[src/rtl/mem_stage_lsu.sv]
// Memory-stage load/store unit: one op in flight, single-beat bus, lane steering and load extension.
// Define MISALIGN_TRAP_EN to trap misaligned accesses; otherwise offending low address bits are dropped.
module mem_stage_lsu #(
    parameter int DATA_W    = 32,
    parameter int ADDR_W    = 32,
    parameter int REGADDR_W = 5
) (
    input  logic                  clk,
    input  logic                  rst,
    input  logic                  in_valid,
    output logic                  in_ready,
    input  logic [1:0]            in_mem_op,
    input  logic [1:0]            in_size,
    input  logic                  in_signed,
    input  logic [REGADDR_W-1:0]  in_rd_addr,
    input  logic [DATA_W-1:0]     in_rd_data,
    input  logic [DATA_W-1:0]     in_mem_data,
    output logic                  bus_req,
    output logic                  bus_we,
    output logic [ADDR_W-1:0]     bus_addr,
    output logic [DATA_W-1:0]     bus_wdata,
    output logic [DATA_W/8-1:0]   bus_wstb,
    input  logic                  bus_ack,
    input  logic [DATA_W-1:0]     bus_rdata,
    output logic                  out_valid,
    input  logic                  out_ready,
    output logic [REGADDR_W-1:0]  out_rd_addr,
    output logic [DATA_W-1:0]     out_rd_data,
    output logic                  out_we,
    output logic                  out_misalign
);
    localparam int STRB_W = DATA_W / 8;
    localparam int LANE_W = $clog2(STRB_W);

    localparam logic [1:0] OP_LOAD  = 2'd1;
    localparam logic [1:0] OP_STORE = 2'd2;

    typedef enum logic [1:0] { IDLE, BUS, DONE } state_t;

    state_t                 state_q, state_d;
    logic                   bus_req_q, bus_req_d;
    logic                   bus_we_q, bus_we_d;
    logic [ADDR_W-1:0]      bus_addr_q, bus_addr_d;
    logic [DATA_W-1:0]      bus_wdata_q, bus_wdata_d;
    logic [STRB_W-1:0]      bus_wstb_q, bus_wstb_d;
    logic                   out_valid_q, out_valid_d;
    logic [REGADDR_W-1:0]   out_rd_addr_q, out_rd_addr_d;
    logic [DATA_W-1:0]      out_rd_data_q, out_rd_data_d;
    logic                   out_we_q, out_we_d;
    logic                   out_misalign_q, out_misalign_d;
    logic [LANE_W-1:0]      lane_q, lane_d;
    logic [1:0]             size_q, size_d;
    logic                   signed_q, signed_d;

    logic [1:0]             op_sz;
    logic [LANE_W-1:0]      op_lane_raw, op_size_lo, op_lane;
    logic [STRB_W-1:0]      op_smask;
    logic [ADDR_W-1:0]      op_addr;
    logic                   is_mem, is_store, trap_hit, accept;

    // Keep the low 2^sz bytes, then fill upward with the sign bit when requested.
    function automatic logic [DATA_W-1:0] load_fmt(input logic [DATA_W-1:0] raw,
                                                   input logic [1:0] sz, input logic sgn);
        logic [DATA_W-1:0] mask, top;
        mask = ~({DATA_W{1'b1}} << (8 << sz));
        top  = raw >> ((8 << sz) - 1);
        return (raw & mask) | ((sgn && top[0]) ? ~mask : '0);
    endfunction

    assign in_ready     = (state_q == IDLE) && (!out_valid_q || out_ready);
    assign accept       = in_valid && in_ready;
    assign bus_req      = bus_req_q;
    assign bus_we       = bus_we_q;
    assign bus_addr     = bus_addr_q;
    assign bus_wdata    = bus_wdata_q;
    assign bus_wstb     = bus_wstb_q;
    assign out_valid    = out_valid_q;
    assign out_rd_addr  = out_rd_addr_q;
    assign out_rd_data  = out_rd_data_q;
    assign out_we       = out_we_q;
    assign out_misalign = out_misalign_q;

    always_comb begin
        is_mem      = (in_mem_op == OP_LOAD) || (in_mem_op == OP_STORE);
        is_store    = (in_mem_op == OP_STORE);
        op_sz       = (DATA_W == 32 && in_size == 2'd3) ? 2'd2 : in_size;
        op_size_lo  = LANE_W'((1 << op_sz) - 1);
        op_lane_raw = in_rd_data[LANE_W-1:0];
`ifdef MISALIGN_TRAP_EN
        trap_hit    = is_mem && ((op_lane_raw & op_size_lo) != '0);
        op_lane     = op_lane_raw;
`else
        trap_hit    = 1'b0;
        op_lane     = op_lane_raw & ~op_size_lo;
`endif
        op_smask    = ~({STRB_W{1'b1}} << (1 << op_sz));
        op_addr     = ADDR_W'(in_rd_data);
        op_addr[LANE_W-1:0] = '0;
    end

    always_comb begin
        state_d        = state_q;
        bus_req_d      = bus_req_q;
        bus_we_d       = bus_we_q;
        bus_addr_d     = bus_addr_q;
        bus_wdata_d    = bus_wdata_q;
        bus_wstb_d     = bus_wstb_q;
        out_valid_d    = out_valid_q;
        out_rd_addr_d  = out_rd_addr_q;
        out_rd_data_d  = out_rd_data_q;
        out_we_d       = out_we_q;
        out_misalign_d = out_misalign_q;
        lane_d         = lane_q;
        size_d         = size_q;
        signed_d       = signed_q;
        case (state_q)
            IDLE: begin
                if (out_valid_q && out_ready) begin
                    out_valid_d    = 1'b0;
                    out_we_d       = 1'b0;
                    out_misalign_d = 1'b0;
                end
                if (accept) begin
                    out_rd_addr_d = in_rd_addr;
                    if (is_mem && !trap_hit) begin
                        state_d     = BUS;
                        bus_req_d   = 1'b1;
                        bus_we_d    = is_store;
                        bus_addr_d  = op_addr;
                        bus_wdata_d = is_store ? (in_mem_data << {op_lane, 3'b000}) : '0;
                        bus_wstb_d  = is_store ? (op_smask << op_lane) : '0;
                        lane_d      = op_lane;
                        size_d      = op_sz;
                        signed_d    = in_signed;
                    end else begin
                        // NONE/reserved pass straight through; trapped accesses report here too.
                        out_valid_d    = 1'b1;
                        out_misalign_d = trap_hit;
                        out_we_d       = !is_mem && (in_rd_addr != '0);
                        out_rd_data_d  = is_mem ? '0 : in_rd_data;
                    end
                end
            end
            BUS: begin
                if (bus_ack) begin
                    state_d       = DONE;
                    bus_req_d     = 1'b0;
                    bus_we_d      = 1'b0;
                    bus_wstb_d    = '0;
                    out_valid_d   = 1'b1;
                    out_we_d      = !bus_we_q && (out_rd_addr_q != '0);
                    out_rd_data_d = bus_we_q ? '0
                                  : load_fmt(bus_rdata >> {lane_q, 3'b000}, size_q, signed_q);
                end
            end
            DONE: begin
                if (out_ready) begin
                    state_d     = IDLE;
                    out_valid_d = 1'b0;
                    out_we_d    = 1'b0;
                end
            end
            default: state_d = IDLE;
        endcase
    end

    always_ff @(posedge clk) begin
        if (rst) begin
            state_q        <= IDLE;
            bus_req_q      <= 1'b0;
            bus_we_q       <= 1'b0;
            bus_addr_q     <= '0;
            bus_wdata_q    <= '0;
            bus_wstb_q     <= '0;
            out_valid_q    <= 1'b0;
            out_rd_addr_q  <= '0;
            out_rd_data_q  <= '0;
            out_we_q       <= 1'b0;
            out_misalign_q <= 1'b0;
            lane_q         <= '0;
            size_q         <= '0;
            signed_q       <= 1'b0;
        end else begin
            state_q        <= state_d;
            bus_req_q      <= bus_req_d;
            bus_we_q       <= bus_we_d;
            bus_addr_q     <= bus_addr_d;
            bus_wdata_q    <= bus_wdata_d;
            bus_wstb_q     <= bus_wstb_d;
            out_valid_q    <= out_valid_d;
            out_rd_addr_q  <= out_rd_addr_d;
            out_rd_data_q  <= out_rd_data_d;
            out_we_q       <= out_we_d;
            out_misalign_q <= out_misalign_d;
            lane_q         <= lane_d;
            size_q         <= size_d;
            signed_q       <= signed_d;
        end
    end
endmodule

[config.mk]
export PLATFORM = sky130hd
export DESIGN_NAME = mem_stage_lsu
export DESIGN_NICKNAME = d
export VERILOG_FILES = /design/src/rtl/mem_stage_lsu.sv
export SDC_FILE = /design/constraint.sdc
export NUM_CORES = 1
export LEC_CHECK = 0
export CORE_ASPECT_RATIO = 0.6
export CORE_MARGIN = 3
export CORE_UTILIZATION = 37
export CTS_CLUSTER_DIAMETER = 30
export DETAILED_ROUTE_END_ITERATION = 16
export PLACE_DENSITY_LB_ADDON = 0.05
export SYNTH_ARGS = -nofsm -noshare
export SYNTH_HDL_FRONTEND = slang
export SYNTH_SLANG_ARGS = --single-unit
[constraint.sdc]
create_clock -name clk -period 2.95 [get_ports clk]
set_input_delay 0.59 -clock clk [delete_from_list [all_inputs] [get_ports clk]]
set_output_delay 0.59 -clock clk [all_outputs]
set_load 0.1 [all_outputs]
## Yosys cells after proc, flatten, opt, wreduce, memory -nomap -nowiden

Cells that the tools add are included.

- Bits in registers: 115
- Input port bits: 111
- Output and inout bits: 111
- Word-level logic and storage cells: 102

- $add $sub $neg: 2
- Equality and inequality tests: 10
- Shift-type cells: 8
- Muxes and demuxes: 39
- Bitwise gates (word level): 7
- Reduce and logical (&&, ||, !) cells: 22

Operator list:

| operator | count |
|---|---|
| $mux W32 | 6 |
| $not A32 Y32 | 2 |
| $pmux W32 S2 | 1 |
| $and A32 B32 Y32 | 1 |
| $or A32 B32 Y32 | 1 |
| $shl A1 B2 Y32 const A | 1 |
| $shl A32 B32 Y32 const A | 1 |
| $shl A32 B5 Y32 | 1 |
| $shl A4 B2 Y32 const A | 1 |
| $shl A4 B32 Y4 const A | 1 |
| $shr A32 B32 Y1 | 1 |
| $shr A32 B5 Y32 | 1 |
| $sub A32 B2 Y32 const B | 1 |
| $mux W1 | 17 |
| $mux W4 | 4 |
| $reduce_and A4 Y1 | 3 |
| $mux W2 | 5 |
| $ne A2 B2 Y1 const B | 5 |
| $reduce_bool A5 Y1 | 2 |
| $pmux W4 S2 | 1 |
| $eq A2 B2 Y1 const B | 3 |
| $logic_and A1 B1 Y1 | 6 |
| $pmux W1 S3 | 2 |
| $pmux W2 S3 | 1 |
| other kinds (14) | 20 |

## Logic depth before layout (Yosys ltp)

Gate-level depths: netlist of run 1.

- Word-level depth: 11
- Gate-level depth with buffers: 10
- Mapped depth without buffers: 8

## Worst setup path before layout of run 1

Ideal clock, no wire load.

- Path kind: flip-flop to output port
- From: register out_valid_q, in the netlist out_valid
- To: output port in_ready
- Arrival time: 2249 ps
- Required time: 2360 ps
- Slack: 111 ps
- Cell stages (with the launch flop): 3
- Path buffers: 0
- Path through: dfxtp_1 nor2b_1 nor2_1

- Word-level cells in the longest chain between the ends: 3

Ends and longest elaborated chain:

| element | line | RTL |
|---|---|---|
| from (decl) | 46 | `logic out_valid_q, out_valid_d;` |
| from (signal assigned) | 190 | `out_valid_q <= out_valid_d;` |
| $logic_not A1 Y1 | 70 | `assign in_ready = (state_q == IDLE) && (!out_valid_q \|\| out_ready);` |
| $logic_or A1 B1 Y1 | 70 |  |
| $logic_and A1 B1 Y1 | 70 |  |
| to (decl) | 11 | `output logic in_ready,` |

Every way passes these cells.

## Final worst setup path of run 1

- From: register size_q[0]
- To: register out_rd_data_q[16], in the netlist out_rd_data[16]

- Word-level cells in the longest chain between the ends: 9
- Elaborated cells on any way between the ends: 13
- Those cells by class: add/sub (1); shift (3); mux (4); bitwise (4); reduce/logical (1)

Ends and longest elaborated chain:

| element | line | RTL |
|---|---|---|
| from (decl) | 52 | `logic [1:0] size_q, size_d;` |
| from (signal assigned) | 196 | `size_q <= size_d;` |
| $shl A4 B2 Y32 (*) | 65, 66 |  |
| $sub A32 B2 Y32 / $shl A32 B32 Y32 (equally long branches) | 66, 65 |  |
| $shr A32 B32 Y1 / $not A32 Y32 (equally long branches) | 66, 65 |  |
| $logic_and A1 B1 Y1 / $not A32 Y32 (equally long branches) | 67 | `return (raw & mask) \| ((sgn && top[0]) ? ~mask : '0);` |
| $mux W32 | 67 |  |
| $or A32 B32 Y32 (*) | 67 |  |
| $mux W32 (*) | 152 | `out_rd_data_d = bus_we_q ? '0` |
| $mux W32 (*) | 145 | `if (bus_ack) begin` |
| $pmux W32 S2 (*) | 116 | `case (state_q)` |
| to (signal assigned) | 192 | `out_rd_data_q <= out_rd_data_d;` |
| to (decl) | 48 | `logic [DATA_W-1:0] out_rd_data_q, out_rd_data_d;` |

Mark *: on every way between the ends. The rest lies on a longest branch, timed or not. The select of a mux whose other input is x is not followed.
A chain may end at the register's enable or synchronous reset.

==> impl_metrics.json, run 1 <==
{
  "status": "complete, no violations",
  "critPathKind": "reg -> reg",
  "vias": 6094,
  "yosysMostFrequentCell": "nand2_1",
  "period_share": 0.8228,
  "dr.pass1.iters": 5,
  "post_cts_buffers": 0,
  "place_congestion": 0.8541,
  "grt_pass1_wl_mm": 32.21,
  "worst_path_max_delay_cell": "dfxtp_1",
  "portBuffers": 219,
  "ys_ff_latch": 115,
  "max-cap-violations": 0,
  "diodes": 0,
  "syn_inst": 725,
  "p_per_area_nw_per_um2": 716.6,
  "drive_gt1_frac": 0.2085,
  "ys_warn_count": 0,
  "synth_edf_count": 0,
  "dp.final_hpwl_mm": 16.35,
  "avgSynthCellArea_um2": 8.065,
  "antenna_left": 0,
  "drc": 0,
  "cts_resized": 0,
  "first_iter_violations": 500,
  "cts_tree": "yes",
  "synth_top_area_share": 0.3938,
  "use_met1": 0.3561,
  "grt_overflow": 0,
  "initial_core_util": 0.3905,
  "setup_violations": 0,
  "clock_sinks": 115,
  "root_buffer": "clkbuf_16",
  "end_kind": "flip-flop",
  "hold_path_class": "reg -> reg",
  "async_reset_ff_frac": 0,
  "arrival_ps": 2740,
  "peakVddDrop_v": 0.0006183,
  "r2r_slack_ps": 520,
  "dpl-instance-area_um2": 8003,
  "grt_pass1_vias": 5664,
  "wl_per_cell_um": 18.98,
  "die_h_um": 103.4,
  "setup_tns_ps": 0,
  "ctsHoldBuffers": 0,
  "layout.nets": 1045,
  "via_per_inst": 5.355,
  "syn_area_um2": 5847,
  "cts_made_buffers": 17,
  "period_needed_ps": 2427,
  "critPathMaxStageDelay_ps": 380,
  "fin_worst_skew_ps": 7.505,
  "clk_latency_ps": 400,
  "path_cells": "or2b_1 > ha_1 > and3b_1 > nand4_1 > a2111oi_4 > buf_4 > o21ai_0 > a211oi_1",
  "clk_pin_slew_ps": 60,
  "maxSlewHeadroom": 0.5811,
  "die_w_um": 168.3,
  "fmax_mhz": 412.0,
  "tightest_slew_ps": 627.1,
  "die_area_um2": 17400,
  "p_leak_nw": 3.371,
  "synth_cell_types": 55,
  "pin_count": 222,
  "grtUsageMet3": 0.06039,
  "grt_max_degree": 51,
  "wirelength_mm": 21.60,
  "use_met2": 0.3432,
  "synth_top_area_cell": "dfxtp_1",
  "final_cell_area_um2": 8571,
  "htree_num_levels": 4,
  "required_ps": 3270,
  "seq_area_frac_synth": 0.3938,
  "slew_viol_final": 0,
  "finalHoldViolations": 0,
  "busiest_layer": "met1",
  "synthTopCellsByArea": "dfxtp_1 (39%), mux2i_1 (8.4%), nand2_1 (8.3%)",
  "synth-main-ff-cell": "dfxtp_1",
  "core_area_um2": 14970,
  "syn2layout_area_growth_pct": 46.59,
  "crit_fanout": 16,
  "rsz0062_at_grt": "no",
  "clk_path_buf_depth": 2,
  "cp_top_family": "compound AO/OA/AOI/OAI gates",
  "start_kind": "flip-flop",
  "grt_usage": 0.2372,
  "rows": 34,
  "antenna_found_initial": 0,
  "cp_num_buf_inv": 1,
  "ys_top_cells_by_count": "nand2_1 (129), dfxtp_1 (115), a21oi_1 (77), nor2_1 (71), mux2i_1 (49)"
}
==> power by group <==
group	internal [mW]	total [mW]	switching [mW]
logic	0.640	2.36	1.72
registers	1.70	1.80	0.0991
clock network	1.24	1.98	0.734
==> routing by layer <==
| layer | share of wire | vias up | wire [µm] |
|---|---|---|---|
| li1 | - | 2969 | - |
| met1 | 0.50 | 2881 | 10780 |
| met2 | 0.42 | 235 | 8973 |
| met3 | 0.080 | 9 | 1728 |
| met4 | 0.0055 | 0 | 119 |
| met5 | 0 | - | 0 |
==> metrics by stage <==
stage / std cells / utilization / hold slack (ps) / worst slack [ps] / total power, mW
4_1_cts: 1138 / 0.5724 / 453.2 / 542.9 / 6.179
3_5_place_dp: 1106 / 0.5344 / 446.2 / 214.8 / 4.184
6_report: 1138 / 0.5724 / 453.1 / 522.8 / 6.142
5_1_grt: 1138 / 0.5724 / 462.9 / 338.7 / 6.378
3_3_place_gp: 1106 / 0.5344 / 441.3 / 261.6 / 4.148
2_1_floorplan: 726 / - / 432.0 / 111.1 / 3.494
==> sequential cells by signal, summed over array words and instances (netlist names) <==
name and flops:
signed_q 1, size_q 2, bus_wstb 4, bus_wdata 32, out_rd_data 32, out_rd_addr 5, lane_q 2, out_we 1
bus_addr 30, out_misalign 1, state_q 2, bus_we 1, out_valid 1, bus_req 1
==> cell families (layout without fill, tap and decap cells) <==
logic type	count (synthesis)	in the layout	share of synthesized area
adders and majority gates	7	7	0.01498
buffers and inverters	72	286	0.05606
other	1	2	0.0006414
and+or+nand+nor	275	275	0.2074
xor gates and xnor gates	1	1	0.002783
DFF	115	115	0.3938
muxes	51	51	0.08774
AOI/OAI and AO/OA	203	203	0.2367
==> placed cells by master, fill, tap and decap left out, types with 10 or more instances in the layout <==
master and count:
nor3_1 12, buf_4 130, dfxtp_1 115, a211oi_1 21, o21ai_0 22, nand2_1 129, a211oi_2 10, mux2i_1 49
clkbuf_16 17, nor2_1 71, clkdlybuf4s50_1 109, nand3_1 10, nor2b_1 13, a21oi_1 77
==> tightest hold or removal path: stages, from the launching register on <==
cell and delay (ps):
dfxtp_1 300, nand2_1 50, a21oi_1 50
==> cell type report <==
cell class / count / area [µm²]
Inverter: 10 / 37.54
Timing Repair Buffer: 244 / 2167
Clock buffer: 24 / 491.7
Fill cell: 1384 / 6404
Tap cell: 198 / 247.7
Sequential cell: 115 / 2302
Clock inverter: 8 / 76.32
Multi-Input combinational cell: 539 / 3248
==> final timing paths <==
path / from / end / depth (start not counted)
min: bus_addr[24] / bus_addr[24] / 2
max: size_q[0] / out_rd_data[16] / 8
max reg2reg: size_q[0] / out_rd_data[16] / 8
min reg2reg: bus_addr[24] / bus_addr[24] / 2
No activity file was read; power rests on OpenSTA's default activity.
==> inputs of run 2 (changes only) <==
- clock period: 2.95 -> 2.4 ns (I/O delays scaled with it)
==> run 2 against run 1 <==
Effect of this change:
- count of clock-buffer cells in the layout decreased by 5
- clock power rose by 21%
- wire length rose by 4.7%
- worst hold slack worse by 0.67 ps
- largest power group unchanged
==> impl_metrics.json, run 2 (same netlist as run 1, synthesis figures left out) <==
{
  "p_per_area_nw_per_um2": 860.0,
  "via_per_inst": 5.504,
  "start_kind": "flip-flop",
  "end_kind": "flip-flop",
  "required_ps": 2710,
  "fin_worst_skew_ps": 9.771,
  "cts_made_buffers": 17,
  "layout.nets": 1074,
  "grt_pass1_wl_mm": 34.43,
  "antenna_found_initial": 0,
  "period_share": 0.9786,
  "clk_pin_slew_ps": 60,
  "drc": 0,
  "htree_num_levels": 4,
  "cts_tree": "yes",
  "hold_path_class": "reg -> reg",
  "rows": 34,
  "status": "complete, no violations",
  "initial_core_util": 0.3905,
  "diodes": 0,
  "syn2layout_area_growth_pct": 52.09,
  "fmax_mhz": 425.8,
  "core_area_um2": 14970,
  "layout_common_cells": "buf_4 (151), nand2_1 (129), dfxtp_1 (113)",
  "max-cap-violations": 0,
  "dr.pass1.iters": 5,
  "peakVddDrop_v": 0.0007209,
  "first_iter_violations": 532,
  "p_leak_nw": 3.527,
  "clock_sinks": 115,
  "finalHoldViolations": 0,
  "portBuffers": 219,
  "antenna_left": 0,
  "grt_pass1_vias": 6177,
  "root_buffer": "clkbuf_16",
  "tightest_slew_ps": 538.7,
  "wirelength_mm": 22.62,
  "clk_latency_ps": 410,
  "slew_viol_final": 0,
  "grt_usage": 0.2531,
  "dpl.cell_count": 1134,
  "wl_per_cell_um": 19.40,
  "clk_path_buf_depth": 2,
  "maxSlewHeadroom": 0.6401,
  "grt_max_degree": 52,
  "place_congestion": 0.8861,
  "grt_overflow": 0,
  "timing.hold.ws_ps": 452.4,
  "crit_fanout": 8,
  "die_w_um": 168.3,
  "dp.final_hpwl_mm": 17.45,
  "drive_gt1_frac": 0.2397,
  "die_area_um2": 17400,
  "arrival_ps": 2660,
  "final_common_cell": "buf_4",
  "period_needed_ps": 2349,
  "pin_count": 222,
  "ctsHoldBuffers": 0,
  "vias": 6418,
  "setup_violations": 0,
  "die_h_um": 103.4,
  "critPathKind": "reg -> reg",
  "final_cells": 1166
}
run 2: worst max-delay path, cell delays in order, from the launching register on:
cell       delay, ps
dfxtp_2          360
or2b_1           290
ha_4             300
and3b_1          150
nand4_1          190
a2111oi_4        350
buf_6            190
o21ai_0          160
a211oi_1         270
run 2: where the power goes:
part	leakage [nW]	switching, mW	internal [mW]
sequential	0.938	0.127	2.09
combinational	2.33	2.15	0.875
clock	0.261	0.956	1.45
run 2: what timing repair did:
action                                  in CTS  in global routing
buffers inserted                             0                  1
endpoints found under the setup margin       7                 20
gates resized for setup                      1                  7
pin swaps                                    0                  4
run 2: final cells by class:
class | count | area [µm²]
clock buffers | 19 | 442.9
clock inverters | 12 | 110.1
inverters | 10 | 37.54
well taps | 198 | 247.7
flip-flops and latches | 115 | 2305
fillers | 1379 | 6082
repair buffers | 273 | 2476
multi-input cells | 539 | 3273
run 2: layer usage:
layer / part of all wire / up-vias / global-route usage
li1: - / 3023 / -
met1: 0.48 / 3071 / 0.3772
met2: 0.41 / 296 / 0.3603
met3: 0.086 / 28 / 0.06874
met4: 0.015 / 0 / 0.06411
met5: 0 / - / 0
run 2: through the flow:
step                setup slack, ps  setup TNS, ps    util  power [mW]  cell area [µm²]
global route                 -9.514         -16.09  0.5938       7.931             8892
floorplan                     115.5              0       -       4.298             5853
detailed placement           -133.9          -1564  0.5545       5.257             8303
CTS                           6.148              0  0.5918       7.671             8862
finish                        51.46              0  0.5938       7.647             8892
global placement             -65.16         -494.1  0.5545       5.211             8303
run 2: final timing paths:
kind	start	endpoint	slack (ps)	cells after the start
setup / recovery	size_q[0]	out_rd_data[19]	50	8
hold / removal	out_misalign	out_misalign	450	2
setup reg to reg	size_q[0]	out_rd_data[19]	50	8
hold reg to reg	out_misalign	out_misalign	450	2
==> inputs of run 3 (changes only) <==
- CORE_MARGIN: 3 -> 2
==> run 3 against run 2 <==
Effect of this change:
- critical path depth rose by 1
- combinational power about the same
- setup slack gained 16 ps
- sequential share of layout area rose by 0.084 points
- die area decreased by 3.1%
- clock skew increased by 3.1 ps
- sequential power barely moved
- highest routed layer unchanged
==> impl_metrics.json, run 3 (same netlist as run 1, synthesis figures left out) <==
{
  "status": "complete, no violations",
  "wl_per_cell_um": 18.73,
  "syn2layout_area_growth_pct": 51.59,
  "die_w_um": 166.3,
  "dr.pass1.iters": 5,
  "finalHoldViolations": 0,
  "period_share": 0.9720,
  "cp-startpoint": "size_q[0]",
  "crit_cells": 9,
  "p_per_area_nw_per_um2": 870.4,
  "place_congestion": 0.9162,
  "post_cts_buffers": 0,
  "portBuffers": 219,
  "cts_tree": "yes",
  "ff_latch_area_um2": 2305,
  "fill_cells": 1423,
  "p_leak_nw": 3.514,
  "core_area_um2": 15410,
  "rsz0062_at_grt": "yes",
  "end_kind": "flip-flop",
  "first_iter_violations": 578,
  "maxSlewHeadroom": 0.6139,
  "multiInputGateArea_um2": 3273,
  "setup_violations": 0,
  "via_per_inst": 5.395,
  "crit_fanout": 10,
  "grt_pass1_vias": 6154,
  "grt_overflow": 0,
  "worst_path_max_delay_cell": "a2111oi_4",
  "critPathKind": "reg -> reg",
  "layout.nets": 1072,
  "cp_top_family": "simple AND/OR/NAND/NOR gates",
  "layout_common_cells": "buf_4 (152), nand2_1 (129), dfxtp_1 (113)",
  "cts_made_buffers": 17,
  "die_area_um2": 16860,
  "tightest_slew_ps": 571.6,
  "cp_num_buf_inv": 2,
  "antenna_found_initial": 0,
  "clk_pin_slew_ps": 60,
  "r2r_slack_ps": 70,
  "htree_num_levels": 4,
  "drive_gt1_frac": 0.2360,
  "pre_cts_ws_ps": -117.9,
  "final_cell_area_um2": 8864,
  "rows": 35,
  "grt_max_degree": 48,
  "clock_sinks": 115,
  "peakVddDrop_v": 0.0006298,
  "grt_usage": 0.2546,
  "arrival_ps": 2650,
  "r2r-end": "out_rd_data[23]",
  "clk_latency_ps": 410,
  "dpl-instance-area_um2": 8264,
  "vias": 6307,
  "period_needed_ps": 2333,
  "dpl.cell_count": 1138,
  "crit_path_end": "out_rd_data[23]",
  "start_kind": "flip-flop",
  "pin_count": 222,
  "required_ps": 2710,
  "root_buffer": "clkbuf_16",
  "wirelength_mm": 21.90,
  "diodes": 0,
  "antenna_left": 0,
  "dp.final_hpwl_mm": 16.55,
  "clk_path_buf_depth": 2,
  "die_h_um": 101.4,
  "drc": 0,
  "final_common_cell": "buf_4",
  "initial_core_util": 0.3793,
  "slew_viol_final": 0,
  "setup_tns_ps": 0,
  "hold_path_class": "in -> reg",
  "fmax_mhz": 428.7,
  "grt_pass1_wl_mm": 33.63,
  "fin_worst_skew_ps": 12.82,
  "layout_setup_ws_ps": 67.19,
  "r2r_cells": 9,
  "critPathMaxStageDelay_ps": 350,
  "path_cells": "or2b_1 > ha_4 > and3b_1 > nand4_1 > a2111oi_4 > buf_6 > buf_12 > nor2_2 > a311oi_2",
  "final_cells": 1169,
  "worstReg2RegStart": "size_q[0]",
  "max-cap-violations": 0
}
==> run 3: cell types whose count changed in the layout (fill, tap and decap cells not counted), sizes merged <==
cell | previous run | this run
clkinv | 7 | 5
bufinv | 1 | 2
clkinvlp | 4 | 3
clkbuf | 19 | 22
inv | 10 | 9
buf | 164 | 162
==> run 3: per-stage QoR <==
stage,power [mW],util,hold slack (ps)
finish,7.715,0.5750,373.9
CTS,7.735,0.5731,360.6
global route,8.003,0.5750,372.5
floorplan,4.298,-,432.0
global placement,5.189,0.5361,441.8
detailed placement,5.229,0.5361,446.4
==> run 3: metal layers <==
layer  share of wire  up-vias  global-route usage
met2            0.42      250              0.3722
met4           0.011        0             0.06366
li1                -     3022                   -
met3           0.077       18             0.06252
met5               0        -                   0
met1            0.50     3017              0.3752
==> run 3: where the power goes <==
group / switching, mW / leakage [nW] / internal (mW)
Clock: 0.921 / 0.272 / 1.57
Combinational: 2.14 / 2.30 / 0.863
Sequential: 0.126 / 0.938 / 2.09
Total: 3.19 / 3.51 / 4.53
==> run 3: worst min path at each step <==
stage	start	endpoint	slack (ps)	cells past startpoint
after floorplan	signed_q	signed_q	430	2
after global placement	bus_addr[31]	bus_addr[31]	440	2
after detailed placement	bus_wdata[19]	bus_wdata[19]	450	2
after CTS	rst	out_rd_data[6]	360	2
after global routing	rst	out_rd_data[6]	370	2
final	rst	out_rd_data[6]	370	2
==> run 3: final cells by class <==
class	count	share of cell area
multi-input combinational	539	0.3693
timing repair buffer	271	0.2734
sequential	115	0.2600
clock buffer	22	0.05237
tap	203	0.02866
clock inverter	9	0.01200
inverter	10	0.004235
==> run 3: repair_timing <==
action | in CTS | in global routing
hold buffers | 0 | 0
endpoints found under the setup margin | 0 | 21
resized for setup | 0 | 8
==> run 3: worst reg2reg max path, stage by stage (launching register included) <==
cell and delay (ps):
dfxtp_2 340, or2b_1 280, ha_4 290, and3b_1 160, nand4_1 200, a2111oi_4 350, buf_6 180, buf_12 140
nor2_2 50, a311oi_2 240
